File: config.mk
export PLATFORM = sky130hd
export DESIGN_NAME = apb_table_target_flat
export DESIGN_NICKNAME = d
export VERILOG_FILES = /design/src/rtl/apb_table_target_if.sv /design/src/rtl/apb_table_target.sv /design/src/flat_wrapper.sv
export SDC_FILE = /design/constraint.sdc
export NUM_CORES = 1
export LEC_CHECK = 0
export BUFFER_PORTS_ARGS = -buffer_cell sky130_fd_sc_hd__buf_2
export CORE_AREA = 2 2 169 171
export CTS_BUF_LIST = sky130_fd_sc_hd__clkbuf_2 sky130_fd_sc_hd__clkbuf_4 sky130_fd_sc_hd__clkbuf_8
export CTS_CLUSTER_SIZE = 40
export DETAILED_ROUTE_END_ITERATION = 16
export DIE_AREA = 0 0 171 173
export PLACE_DENSITY = 0.69
export SKIP_CTS_REPAIR_TIMING = 1
export SLEW_MARGIN = 5
export SYNTH_ARGS = -nofsm -noshare
export SYNTH_HDL_FRONTEND = slang
export SYNTH_SLANG_ARGS = --single-unit
File: constraint.sdc
create_clock -name clk -period 8.49 [get_ports clk]
set_input_delay 1.698 -clock clk [delete_from_list [all_inputs] [get_ports clk]]
set_output_delay 1.698 -clock clk [all_outputs]
set_load 0.02 [all_outputs]
File: src/rtl/apb_table_target_if.sv
// APB bus bundle between the subsystem decoder (master) and an apb_table_target leaf (slave).
interface apb_table_target_if #(
  parameter int unsigned ADDR_W = 12,
  parameter int unsigned DATA_W = 32
);
  logic              psel;
  logic              penable;
  logic              pwrite;
  logic [ADDR_W-1:0] paddr;
  logic [DATA_W-1:0] pwdata;
  logic [DATA_W-1:0] prdata;
  logic              pready;
  logic              pslverr;

  modport master (
    output psel, penable, pwrite, paddr, pwdata,
    input  prdata, pready, pslverr
  );

  modport slave (
    input  psel, penable, pwrite, paddr, pwdata,
    output prdata, pready, pslverr
  );
endinterface

File: src/rtl/apb_table_target.sv
// APB leaf target: ID/STATUS/ERR_COUNT words, a bank of RW control registers and a
// word-addressed table behind a fixed-latency read port. Registers respond with zero waits.
module apb_table_target #(
  parameter int unsigned       ADDR_W      = 12,
  parameter int unsigned       DATA_W      = 32,
  parameter int unsigned       NUM_RW      = 4,
  parameter logic [ADDR_W-1:0] MEM_BASE    = 12'h400,
  parameter int unsigned       MEM_DEPTH   = 256,
  parameter int unsigned       MEM_LATENCY = 1,
  parameter logic [DATA_W-1:0] ID_VALUE    = 32'h1b45f720,
  parameter logic [DATA_W-1:0] RW_RESET    = '0,
  localparam int unsigned      MEM_AW      = $clog2(MEM_DEPTH)
) (
  input  logic                     clk,
  input  logic                     rst,
  apb_table_target_if.slave        apb,
  input  logic [DATA_W-1:0]        status_in,
  output logic [NUM_RW*DATA_W-1:0] rw_q,
  output logic                     mem_req,
  output logic                     mem_we,
  output logic [MEM_AW-1:0]        mem_addr,
  output logic [DATA_W-1:0]        mem_wdata,
  input  logic [DATA_W-1:0]        mem_rdata
);

  localparam int unsigned       WORD_W   = ADDR_W - 2;
  localparam logic [ADDR_W-1:0] MEM_MASK = ~ADDR_W'(MEM_DEPTH * 4 - 1);
  localparam logic [2:0]        LAT      = 3'(MEM_LATENCY);
  localparam logic [WORD_W-1:0] W_ID     = WORD_W'(0);
  localparam logic [WORD_W-1:0] W_STATUS = WORD_W'(1);
  localparam logic [WORD_W-1:0] W_ERR    = WORD_W'(2);

  typedef enum logic [2:0] {
    S_IDLE,
    S_REG_RESP,
    S_MEM_ISSUE,
    S_MEM_WAIT,
    S_MEM_RESP
  } state_e;

  state_e                    state_q, state_d;
  logic [DATA_W-1:0]         prdata_q, prdata_d;
  logic                      pready_q, pready_d;
  logic                      pslverr_q, pslverr_d;
  logic                      mem_req_q, mem_req_d;
  logic                      mem_we_q, mem_we_d;
  logic [MEM_AW-1:0]         mem_addr_q, mem_addr_d;
  logic [DATA_W-1:0]         mem_wdata_q, mem_wdata_d;
  logic [15:0]               err_cnt_q, err_cnt_d;
  logic [2:0]                cnt_q, cnt_d;
  logic [WORD_W-1:0]         req_word_q, req_word_d;
  logic                      req_write_q, req_write_d;
  logic [DATA_W-1:0]         req_wdata_q, req_wdata_d;
  logic                      req_err_q, req_err_d;
  logic [NUM_RW*DATA_W-1:0]  rw_d;

  logic [WORD_W-1:0] word;
  logic              hit_mem;
  logic              hit_rw;
  logic              hit_reg;
  logic              bad;
  logic [DATA_W-1:0] rd_val;

  // Setup-phase decode of the live bus address.
  always_comb begin
    word    = apb.paddr[ADDR_W-1:2];
    hit_mem = (apb.paddr & MEM_MASK) == MEM_BASE;
    hit_rw  = 1'b0;
    rd_val  = '0;
    for (int unsigned i = 0; i < NUM_RW; i++) begin
      if (word == WORD_W'(4 + i)) begin
        hit_rw = 1'b1;
        rd_val = rw_q[i*DATA_W +: DATA_W];
      end
    end
    if (word == W_ID)     rd_val = ID_VALUE;
    if (word == W_STATUS) rd_val = status_in;
    if (word == W_ERR)    rd_val = DATA_W'(err_cnt_q);
    hit_reg = (word == W_ID) || (word == W_STATUS) || (word == W_ERR) || hit_rw;
    bad     = (apb.paddr[1:0] != 2'b00)
           || (!hit_mem && apb.pwrite && ((word == W_ID) || (word == W_STATUS)))
           || !(hit_reg || hit_mem);
  end

  always_comb begin
    state_d     = state_q;
    pready_d    = 1'b0;
    pslverr_d   = 1'b0;
    prdata_d    = '0;
    mem_req_d   = 1'b0;
    mem_we_d    = 1'b0;
    mem_addr_d  = mem_addr_q;
    mem_wdata_d = mem_wdata_q;
    cnt_d       = cnt_q;
    req_word_d  = req_word_q;
    req_write_d = req_write_q;
    req_wdata_d = req_wdata_q;
    req_err_d   = req_err_q;
    rw_d        = rw_q;
    err_cnt_d   = err_cnt_q;
    case (state_q)
      S_IDLE: begin
        if (apb.psel && !apb.penable) begin
          req_word_d  = word;
          req_write_d = apb.pwrite;
          req_wdata_d = apb.pwdata;
          req_err_d   = bad;
          if (bad) begin
            pready_d  = 1'b1;
            pslverr_d = 1'b1;
            state_d   = S_REG_RESP;
          end else if (hit_mem) begin
            mem_req_d  = 1'b1;
            mem_we_d   = apb.pwrite;
            mem_addr_d = apb.paddr[MEM_AW+1:2];
            if (apb.pwrite) begin
              mem_wdata_d = apb.pwdata;
              pready_d    = 1'b1;
            end
            state_d = S_MEM_ISSUE;
          end else begin
            pready_d = 1'b1;
            if (!apb.pwrite) prdata_d = rd_val;
            state_d = S_REG_RESP;
          end
        end
      end
      // Side effects commit at the pready edge so a reset during the response drops them.
      S_REG_RESP: begin
        if (req_err_q) begin
          if (err_cnt_q != 16'hFFFF) err_cnt_d = err_cnt_q + 16'd1;
        end else if (req_write_q) begin
          if (req_word_q == W_ERR) err_cnt_d = '0;
          for (int unsigned i = 0; i < NUM_RW; i++) begin
            if (req_word_q == WORD_W'(4 + i)) rw_d[i*DATA_W +: DATA_W] = req_wdata_q;
          end
        end
        state_d = S_IDLE;
      end
      S_MEM_ISSUE: begin
        cnt_d   = 3'd1;
        state_d = req_write_q ? S_IDLE : S_MEM_WAIT;
      end
      S_MEM_WAIT: begin
        if (cnt_q == LAT) begin
          prdata_d = mem_rdata;
          pready_d = 1'b1;
          state_d  = S_MEM_RESP;
        end else begin
          cnt_d = cnt_q + 3'd1;
        end
      end
      S_MEM_RESP: state_d = S_IDLE;
      default:    state_d = S_IDLE;
    endcase
  end

  always_ff @(posedge clk or posedge rst) begin
    if (rst) begin
      state_q     <= S_IDLE;
      prdata_q    <= '0;
      pready_q    <= 1'b0;
      pslverr_q   <= 1'b0;
      mem_req_q   <= 1'b0;
      mem_we_q    <= 1'b0;
      mem_addr_q  <= '0;
      mem_wdata_q <= '0;
      err_cnt_q   <= '0;
      cnt_q       <= '0;
      req_word_q  <= '0;
      req_write_q <= 1'b0;
      req_wdata_q <= '0;
      req_err_q   <= 1'b0;
      rw_q        <= {NUM_RW{RW_RESET}};
    end else begin
      state_q     <= state_d;
      prdata_q    <= prdata_d;
      pready_q    <= pready_d;
      pslverr_q   <= pslverr_d;
      mem_req_q   <= mem_req_d;
      mem_we_q    <= mem_we_d;
      mem_addr_q  <= mem_addr_d;
      mem_wdata_q <= mem_wdata_d;
      err_cnt_q   <= err_cnt_d;
      cnt_q       <= cnt_d;
      req_word_q  <= req_word_d;
      req_write_q <= req_write_d;
      req_wdata_q <= req_wdata_d;
      req_err_q   <= req_err_d;
      rw_q        <= rw_d;
    end
  end

  assign apb.prdata  = prdata_q;
  assign apb.pready  = pready_q;
  assign apb.pslverr = pslverr_q;
  assign mem_req     = mem_req_q;
  assign mem_we      = mem_we_q;
  assign mem_addr    = mem_addr_q;
  assign mem_wdata   = mem_wdata_q;

endmodule

File: src/flat_wrapper.sv
// flat-port wrapper written by rule: the top's interface ports become plain ports
module apb_table_target_flat 
#(
  parameter int unsigned       ADDR_W      = 12,
  parameter int unsigned       DATA_W      = 32,
  parameter int unsigned       NUM_RW      = 4,
  parameter logic [ADDR_W-1:0] MEM_BASE    = 12'h400,
  parameter int unsigned       MEM_DEPTH   = 256,
  parameter int unsigned       MEM_LATENCY = 1,
  parameter logic [DATA_W-1:0] ID_VALUE    = 32'h1b45f720,
  parameter logic [DATA_W-1:0] RW_RESET    = '0,
  localparam int unsigned      MEM_AW      = $clog2(MEM_DEPTH)
)
  (clk, rst, status_in, rw_q, mem_req, mem_we, mem_addr, mem_wdata, mem_rdata, apb_psel, apb_penable, apb_pwrite, apb_paddr, apb_pwdata, apb_prdata, apb_pready, apb_pslverr);
  apb_table_target_if #(.ADDR_W(ADDR_W), .DATA_W(DATA_W)) apb_i ();
  input  logic clk;
  input  logic rst;
  input  logic [DATA_W-1:0] status_in;
  output logic [NUM_RW*DATA_W-1:0] rw_q;
  output logic mem_req;
  output logic mem_we;
  output logic [MEM_AW-1:0] mem_addr;
  output logic [DATA_W-1:0] mem_wdata;
  input  logic [DATA_W-1:0] mem_rdata;
  input wire logic [$bits(apb_i.psel)-1:0] apb_psel;
  input wire logic [$bits(apb_i.penable)-1:0] apb_penable;
  input wire logic [$bits(apb_i.pwrite)-1:0] apb_pwrite;
  input wire logic [$bits(apb_i.paddr)-1:0] apb_paddr;
  input wire logic [$bits(apb_i.pwdata)-1:0] apb_pwdata;
  output wire logic [$bits(apb_i.prdata)-1:0] apb_prdata;
  output wire logic [$bits(apb_i.pready)-1:0] apb_pready;
  output wire logic [$bits(apb_i.pslverr)-1:0] apb_pslverr;
  assign apb_i.psel = apb_psel;
  assign apb_i.penable = apb_penable;
  assign apb_i.pwrite = apb_pwrite;
  assign apb_i.paddr = apb_paddr;
  assign apb_i.pwdata = apb_pwdata;
  assign apb_prdata = apb_i.prdata;
  assign apb_pready = apb_i.pready;
  assign apb_pslverr = apb_i.pslverr;
  apb_table_target #(.ADDR_W(ADDR_W), .DATA_W(DATA_W), .NUM_RW(NUM_RW), .MEM_BASE(MEM_BASE), .MEM_DEPTH(MEM_DEPTH), .MEM_LATENCY(MEM_LATENCY), .ID_VALUE(ID_VALUE), .RW_RESET(RW_RESET)) u_core (.clk(clk), .rst(rst), .apb(apb_i), .status_in(status_in), .rw_q(rw_q), .mem_req(mem_req), .mem_we(mem_we), .mem_addr(mem_addr), .mem_wdata(mem_wdata), .mem_rdata(mem_rdata));
endmodule
* Word-level counts from Yosys, hierarchy flattened
Index checks and enable logic that the tools add are counted.
Cells by class: shifts and indexed selects 0, equality and inequality tests 21, multipliers 0, divide/modulo/power cells 0, reduce and logical (&&, ||, !) cells 28, $lt $le $gt $ge 0, bitwise operators 2, multiplexer cells 46, add/subtract/negate cells 2
Operators with widths (number):
- $mux 32 | 12
- $eq 10x3->1 const B | 8
- $mux 16 | 4
- $pmux 32 s2 | 1
- $reduce_and 4->1 | 6
- $eq 10x2->1 const B | 2
- $mux 1 | 20
- $add 16x1->16 const B | 1
- $ne 16x16->1 const B | 1
- $mux 3 | 4
- $eq 10x1->1 const B | 1
- $logic_not 10->1 | 1
- $pmux 3 s3 | 1
- $reduce_bool 2->1 | 4
- $eq 3x1->1 const B | 2
- $eq 3x2->1 const B | 2
- $logic_or 1x1->1 | 6
- $pmux 3 s2 | 1
- $reduce_and 2->1 | 3
- $reduce_and 5->1 | 1
- $mux 2 | 2
- $ne 2x1->1 const B | 2
- $ne 2x2->1 const B | 2
- $add 3x1->3 const B | 1
- 6 further kinds | 11
Word-level totals: bits of input ports 113, memories kept 0, memory bits (writable) 0, bits in latches 0, bits in registers 270, ROM bits 0

* Depth between registers and ports, before layout
Gate-level depths: netlist of the first run.
depth in word-level cells 13, gate-level depth with buffers 8

* Worst setup path after synthesis of the first run
OpenSTA, ideal clock, no wires.
path kind input to register, start point input apb_paddr[2], end point register u_core.prdata_q[13], in the netlist u_core.apb.prdata[13], required time 8360 ps, stages 6, path slack 5269 ps, arrival 3091 ps, cell sequence buf_2 buf_2 buf_1 mux4_2 a21oi_1 o31ai_2
Between the ends: cells in the longest elaborated chain, start to end 13, elaborated cells between the ends (all ways) 31, classes of those cells 6 x eq/ne; 16 x mux; 9 x reduce/logical
Ends and longest elaborated chain:
- from (decl) | RTL line flat_wrapper.sv:28 | input wire logic [$bits(apb_i.paddr)-1:0] apb_paddr;
- $eq 10x3->1 | RTL line apb_table_target.sv:71 | if (word == WORD_W'(4 + i)) begin
- $mux 32 (4 in a row) | RTL line apb_table_target.sv:71
- $mux 32 | RTL line apb_table_target.sv:76 | if (word == W_ID) rd_val = ID_VALUE;
- $mux 32 | RTL line apb_table_target.sv:77 | if (word == W_STATUS) rd_val = status_in;
- $mux 32 | RTL line apb_table_target.sv:78 | if (word == W_ERR) rd_val = DATA_W'(err_cnt_q);
- $mux 32 | RTL line apb_table_target.sv:123 | if (!apb.pwrite) prdata_d = rd_val;
- $mux 32 | RTL line apb_table_target.sv:112 | end else if (hit_mem) begin
- $mux 32 * | RTL line apb_table_target.sv:108 | if (bad) begin
- $mux 32 * | RTL line apb_table_target.sv:103 | if (apb.psel && !apb.penable) begin
- $pmux 32 s2 * | RTL line apb_table_target.sv:101 | case (state_q)
- named net u_core.prdata_d[13] | RTL line apb_table_target.sv:42 | logic [DATA_W-1:0] prdata_q, prdata_d;
- to (signal assigned) | RTL line apb_table_target.sv:177 | prdata_q <= prdata_d;
- to (decl) | RTL line apb_table_target.sv:42
The timed path passes the listed nets; every way through them passes the cells marked *. A chain may end at the register's enable or synchronous reset.

* Final worst setup path of the first run
start point input apb_paddr[3], end point register u_core.prdata_q[29], in the netlist u_core.apb.prdata[29]
Same word-level chain as after synthesis.

==> results by group, run 1 <==
Detailed routing
  • DRC viols: 0
  • 1st-pass router iterations: 5
  • Final WL: about 35000 um
  • Vias per std cell: ~5.3
  • Via count: roughly 8800
  • 1st-iter DRT viols: 671
  • Detail Route Antenna Nets: 0
  • WL/cell: ~21 um

Synthesis
  • Ys async rst share: 100.0%
  • Area share of the largest cell type after synthesis: 57.45%
  • Synthesized cell area: 11760 sq um
  • Ranking of synthesized cells by area: dfrtp_1, mux2_2, mux4_2, nand2_1, o21ai_0
  • Ys flop type: dfrtp_1
  • Post-Synthesis Cells: 923
  • Most instantiated cells after synthesis: dfrtp_1, mux2_2, nand2_1
  • Synth Area per Inst: ~13 sq um
  • Post-synth EDFFs: 0
  • #FFs+latches synth: 270
  • Area leader, netlist: dfrtp_1
  • Netlist cell types: 53
  • Sequential element share of the synthesized area: between 50% and 60%
  • Dominant cell by count in the synthesized netlist: dfrtp_1
  • Synth warnings: 0
  • Mapped Nets: approximately 1000

Layout
  • Fillers: roughly 2500
  • Fin nets: ~1400
  • Post-Layout Cell Count: between 1500 and 2000
  • Ratio of cells with drive above 1 in the final layout: ~50%
  • P&R area growth vs syn: 24.65%

Setup path
  • CP max FO: 39
  • CP startpoint kind: input pin
  • Critical path data arrival time: between 4 and 5 ns
  • Critical Path End Type: flop
  • Crit Path Category: in2reg
  • Worst Path Required: slightly below 9 ns

STA
  • Final hold violations: 0
  • Slew margin rel.: about 15%
  • Post-layout min period: around 4 ns
  • Setup tns final: 0 ns
  • Fmax: ~0.25 GHz
  • Setup Skew: approximately 0.021 ns
  • Setup WS post-layout: approximately 4.5 ns
  • # setup viols final: 0
  • Crit share post-route: ~47%
  • Fin. max-slew vios: 0
  • Worst Max-Slew Pin Slew: around 1.3 ns
  • RSZ-0062 raised after global routing: no

Clocking
  • Root Driver: clkbuf_8
  • Clock sink count: 270
  • Clock slew at reported path FFs: roughly 0.06 ns
  • CTS tree: built
  • H-tree lvl count: 2
  • TritonCTS Buffers: 49
  • Clock latency on the worst-skew pair: around 0.57 ns
  • Clock buffer depth: 3

Global route
  • Total grt overflow: 0
  • First-pass GRT wire length: 53470 um
  • Met3 usage: just over 6%
  • GRT Total Usage: between 20% and 30%
  • Met1 GRT Util: between 30% and 40%
  • Most Used Layer, Global Route: met2
  • Global routing usage on met2: a little under two fifths
  • Initial antenna violation count: 4
  • Vias in the first global route: about 9000
  • Largest net degree at the start of global routing: between 70 and 80

Placed design
  • IO Port Bufs: approximately 320
  • GPL Wtd Cong: 0.8711
  • Place WS: 3.937 ns
  • Inst Count DP: 1578
  • Detailed Place HPWL: about 24000 um

Pwr
  • Leak Pwr: between 7 and 8 nW
  • Max IR drop VDD: about 160 uV
  • Power per standard cell area: about 200 nW/um^2

Floorplanning
  • Initial core utilization: between 40% and 50%
  • Die ar.: roughly 30000 sq um
  • Die Y: 173 um
  • Die X: about 170 um
  • Core box area: between 20000 and 30000 sq um
  • Row count: 61
  • Ports: 317

Worst hold path
  • Hold crit path type: reg2reg

Job
  • Maxcap violations: 0

Outcome
  • Status: finished clean
sequential cells by signal, summed over array words and instances, names as in the netlist:
register and count:
u_core.apb.prdata 32, u_core.apb.pready 1, u_core.apb.pslverr 1, u_core.cnt_q 3, u_core.err_cnt_q 16, u_core.mem_addr 8, u_core.mem_req 1, u_core.mem_wdata 32
u_core.mem_we 1, u_core.req_err_q 1, u_core.req_wdata_q 32, u_core.req_word_q 10, u_core.req_write_q 1, u_core.rw_q 128, u_core.state_q 3
path summary, 6_finish.rpt:
| check | slack, ns | depth (start not counted) | startpoint | end |
|---|---|---|---|---|
| min | 0.48 | 2 | u_core.req_word_q[7]$_DFFE_PP0P_ | u_core.req_word_q[7]$_DFFE_PP0P_ |
| max in group asynchronous | 5.61 | 4 | rst | u_core.rw_q[7]$_DFFE_PP0P_ |
| min reg2reg | 0.48 | 2 | u_core.req_word_q[7]$_DFFE_PP0P_ | u_core.req_word_q[7]$_DFFE_PP0P_ |
| min in group asynchronous | 1.40 | 3 | rst | u_core.cnt_q[0]$_DFFE_PP0P_ |
| max | 4.51 | 6 | apb_paddr[3] | u_core.apb.prdata[29]$_DFF_PP0_ |
| max reg2reg | 5.45 | 5 | u_core.state_q[0]$_DFFE_PP0P_ | u_core.apb.prdata[8]$_DFF_PP0_ |
kinds of logic (layout without fill, tap and decap cells):
| kind of cell | after synthesis | after routing | share of synthesized area (%) |
|---|---|---|---|
| AO/OA/AOI/OAI | 119 | 119 | 6.341 |
| XOR/XNOR | 8 | 8 | 0.5958 |
| adder cells (fa/ha/maj) | 3 | 3 | 0.3192 |
| buffers and inverters | 62 | 423 | 2.596 |
| flip-flops | 270 | 270 | 57.45 |
| multiplexers | 203 | 203 | 22.47 |
| other | 0 | 4 | 0 |
| AND/OR/NAND/NOR | 258 | 258 | 10.22 |
routing by layer:
| layer | wire [um] | share of wire [%] |
|---|---|---|
| met1 | 14720 | 42 |
| met2 | 17020 | 48 |
| met3 | 2586 | 7.3 |
| met4 | 948 | 2.7 |
| met5 | 0 | 0 |
where the power goes:
part	leakage, nW	internal [mW]	switching, mW
sequential	3.66	1.36	0.0727
clock	0.520	0.688	0.533
combinational	3.60	0.108	0.169
through the flow:
stage	power, mW	area [sq um]	util, %	hold WS (ns)
after floorplan	1.608	11760	-	0.4464
after global placement	1.729	13680	49.50	0.4606
after detailed placement	1.737	13680	49.50	0.4641
after CTS	2.968	14650	53.02	0.4828
after global routing	3.067	14660	53.06	0.5076
final	2.935	14660	53.06	0.4808
area by class of cell:
cell class | count | area [sq um] | share of cell area, %
Inverter | 11 | 45.04 | 0.3073
Clock inverter | 8 | 52.55 | 0.3585
Multi-Input combinational cell | 591 | 4730 | 32.26
Antenna cell | 4 | 10.01 | 0.06828
Tap cell | 378 | 473.0 | 3.226
Timing Repair Buffer | 328 | 1672 | 11.40
Sequential cell | 270 | 6756 | 46.09
Clock buffer | 76 | 920.9 | 6.282
placed cells by master, fill, tap and decap left out, types with 6 or more instances in the layout:
cell type / count
xnor2_1: 8
inv_1: 10
nand3_1: 6
nor2b_1: 7
mux4_2: 32
buf_2: 316
dfrtp_1: 270
a21oi_1: 32
nor2_1: 35
o21ai_0: 41
a22oi_1: 8
buf_4: 12
clkbuf_8: 56
clkbuf_4: 20
a32oi_1: 9
nor3_1: 9
mux2_2: 164
o31ai_2: 7
nand2_1: 156
critical path, cell delays in order:
cell      delay (ns)
buf_2           0.08
buf_4           0.63
nor2b_1         0.61
nor2b_1         0.64
nand2b_4        0.49
o21ai_0         0.18
Power figures use the tool's default switching activity.
==> inputs of run 2 (changes only) <==
Settings changed: ABC_AREA set to 1, CORE_AREA 2 2 169 171 to 2 2 175 177, DIE_AREA 0 0 171 173 to 0 0 177 179.
Clock period 8.49 ns to 3.57 ns, I/O delays scaled along.
==> run 2 against run 1 <==
Effect of this change: core utilization down 0.64 points; global-route usage up 1.6 points; combinational power rose to 4.9 times the previous value; flip-flop and latch count unchanged; worst setup slack worse by 3.6 ns; critical path depth up 2; clock skew down 0.0029 ns; register-to-register slack worse by 4.5 ns; via count up 33%; final cell count up 42%; largest power group unchanged.
==> results by group, run 2 <==
Clocking
  • Clock slew at reported path FFs: 0.07 ns (about the same)
  • TritonCTS Buffers: 48 (-2.0%)
  • Root Driver: clkbuf_8
  • CTS tree: built
  • Clock sink count: 270 (unchanged)
  • H-tree lvl count: 2 (unchanged)
  • Clock buffer depth: 3 (unchanged)
  • Clock latency on the worst-skew pair: 0.57 ns (about the same)

Synthesis
  • Synth Area in XOR/XNOR: 0.9646% (+0.37 points)
  • Ys flop type: dfrtp_1
  • Mapped Nets: 1746 (+68%)
  • Post-Synth Simple-Gate Area: 27.08% (+17 points)
  • Dominant cell by count in the synthesized netlist: nand2_1
  • Ys async rst share: 100.0% (unchanged)
  • Ranking of synthesized cells by area: dfrtp_1, nand2_1, inv_1, o21ai_0, nor2_1
  • Adder-cell area share of the yosys netlist: 0.2953% (-0.024 points)
  • Area leader, netlist: dfrtp_1
  • Synthesized cell area: 12710 sq um (+8.1%)
  • Netlist cell types: 37 (-30%)
  • Most instantiated cells after synthesis: nand2_1, dfrtp_1, inv_1
  • Compound-gate portion of the synthesized area: 9.144% (+2.8 points)
  • Sequential element share of the synthesized area: 53.15% (-4.3 points)
  • Post-synth EDFFs: 0 (unchanged)
  • Area share of the largest cell type after synthesis: 53.15% (-4.3 points)
  • Synth Area per Inst: 7.799 sq um (-39%)
  • #FFs+latches synth: 270 (unchanged)
  • Largest family of logic cells by synthesized area: simple AND/OR/NAND/NOR gates
  • Multiplexer share of the synthesized area: 0.5512% (-22 points)
  • Synth warnings: 0 (unchanged)
  • Post-Synthesis Cells: 1630 (+77%)

Pwr
  • Max IR drop VDD: 356.4 uV (+130%)
  • Power per standard cell area: 531.0 nW/um^2 (+170%)
  • Psw: 2.587 mW (+230%)
  • Comb pwr share: 16.4% (+6.9 points)
  • Power share of the clock group: 37.4% (-4.2 points)
  • Leak Pwr: 9.387 nW (+21%)
  • Register share of total power: 46.2% (-2.8 points)
  • Switching share of power: 30.95% (+4.5 points)
  • Power Total: 8.359 mW (+180%)
  • Power Internal: 5.772 mW (+170%)

Setup path
  • Critical Path End Type: flop
  • Critical path data arrival time: 3.08 ns (-1.31 ns)
  • Critical path launch point: u_core.req_err_q$_DFFE_PP0P_
  • Worst R2R Start: u_core.req_err_q$_DFFE_PP0P_
  • CP startpoint kind: flop
  • Worst Path Required: 4.03 ns (-4.87 ns)
  • CP max FO: 64 (+64%)
  • Crit Path Category: reg2reg

Placed design
  • IO Port Bufs: 316 (unchanged)
  • Inst Count DP: 2291 (+45%)
  • Detailed Place HPWL: 29390 um (+23%)
  • GPL Wtd Cong: 0.9174 (+5.3%)
  • Place WS: 0.8251 ns (-3.112 ns)

STA
  • Fmax: between 0.3 and 0.4 GHz
  • Crit share post-route: around three quarters
  • RSZ-0062 raised after global routing: no
  • Slew margin rel.: 40.88% (+26 points)
  • Fin. max-slew vios: 0 (unchanged)
  • Setup Skew: 0.01849 ns (-0.002908 ns)
  • Post-layout min period: about 2.6 ns
  • Final hold violations: 0 (unchanged)
  • Setup WS post-layout: 0.9433 ns (-3.569 ns)
  • Hold_ws: 0.3248 ns (-0.1561 ns)
  • Worst Max-Slew Pin Slew: 0.8850 ns (-0.3916 ns)
  • # setup viols final: 0 (unchanged)

Job
  • Maxcap violations: 0 (unchanged)

Layout
  • Most frequent cells in the layout: nand2_1, buf_2, dfrtp_1
  • Max FFs per register: 128 (unchanged)
  • Sequential cell area: 6756 sq um (unchanged)
  • Post-Layout Cell Count: 2371 (+42%)
  • Ratio of cells with drive above 1 in the final layout: 23.19% (-26 points)
  • Footprint of the multi-input gates: 4858 sq um (+2.7%)
  • P&R area growth vs syn: 23.83%
  • Commonest non-fill, non-tap cell in the layout: nand2_1
  • Fin nets: 2061 (+51%)
  • Fillers: 2919 (+17%)
  • Register with the most flip-flops: u_core.rw_q
  • # diodes: 0 (-4)

Global route
  • GRT Total Usage: 25.39% (+1.6 points)
  • Total grt overflow: 0 (unchanged)
  • First-pass GRT wire length: 61900 um (+16%)
  • Vias in the first global route: 11180 (+24%)
  • Initial antenna violation count: 0 (-4)
  • Largest net degree at the start of global routing: 66 (-12%)

Floorplanning
  • Ports: 317 (unchanged)
  • Core box area: 30030 sq um (+8.7%)
  • Die X: 177 um (+3.5%)
  • Row count: 64 (+4.9%)
  • Die Y: 179 um (+3.5%)
  • Initial core utilization: 42.33% (-0.23 points)
  • Die ar.: 31680 sq um (+7.1%)

Detailed routing
  • Detail Route Antenna Nets: 0 (unchanged)
  • Final WL: 40560 um (+15%)
  • 1st-iter DRT viols: 914 (+36%)
  • WL/cell: 17.11 um (-19%)
  • Vias per std cell: 4.941 (-6.7%)
  • DRC viols: 0 (unchanged)
  • Via count: 11710 (+33%)
  • 1st-pass router iterations: 7 (+2)

Worst hold path
  • Hold crit path type: in2async

Outcome
  • Status: finished clean
-- run 2: final cells by class --
cell class	instances	share of cell area [%]
clock buffer	74	5.914
clock inverter	6	0.6995
inverter	207	4.960
multi-input combinational	1080	30.86
sequential	270	42.92
tap	396	3.148
timing repair buffer	338	11.49
-- run 2: through the flow --
stage                     setup TNS, ns  instance area (sq um)  utilization, %
after global placement                0                  14700           48.95
after floorplan                 -192.09                  12720               -
after detailed placement              0                  14700           48.95
final                                 0                  15740           52.42
after global routing                  0                  15740           52.42
after CTS                             0                  15740           52.42
-- run 2: power by group through the flow --
stage	Clock (mW)	Combinational, mW	Sequential [mW]
after floorplan	0	0.706	3.98
after global placement	0	1.34	3.88
after detailed placement	0	1.38	3.89
after CTS	3.19	1.38	3.84
after global routing	3.35	1.54	3.91
final	3.13	1.37	3.86
-- run 2: critical path, cell delays in order, from the launching register on --
cell     delay [ns]
dfrtp_1        0.49
inv_1          0.41
nand2_1        0.11
nor2_1         0.29
and3_2         0.24
buf_4          0.55
nor2_1         0.14
a21oi_1        0.19
inv_1          0.06
-- run 2: cells by family (layout without fill, tap and decap cells) --
logic type,Yosys count,count (layout)
AO/OA/AOI/OAI,226,226
XOR/XNOR,14,14
adder cells (fa/ha/maj),3,3
buffers and inverters,280,625
flip-flops,270,270
multiplexers,7,7
AND/OR/NAND/NOR,830,830
-- run 2: path summary, 6_finish.rpt --
path | slack, ns | end | depth (start not counted)
worst max-delay path | 0.94 | u_core.rw_q[70]$_DFFE_PP0P_ | 8
worst min-delay path | 0.32 | u_core.req_wdata_q[2]$_DFFE_PP0P_ | 2
worst max register to register | 0.94 | u_core.rw_q[70]$_DFFE_PP0P_ | 8
worst min register to register | 0.46 | u_core.mem_wdata[19]$_DFFE_PP0P_ | 2
max in group asynchronous | 2.40 | u_core.mem_wdata[20]$_DFFE_PP0P_ | 3
min in group clk | 0.35 | u_core.apb.prdata[26]$_DFF_PP0_ | 3
-- run 2: routing by layer --
layer | global-route usage [%] | routed length, um | part of all wire, % | vias to the layer above
met5 | 0 | 0 | 0 | -
met4 | 9.607 | 1396 | 3.4 | 0
met3 | 5.683 | 3392 | 8.4 | 91
met2 | 39.69 | 18140 | 45 | 468
met1 | 34.53 | 17630 | 43 | 5444
li1 | - | - | - | 5711
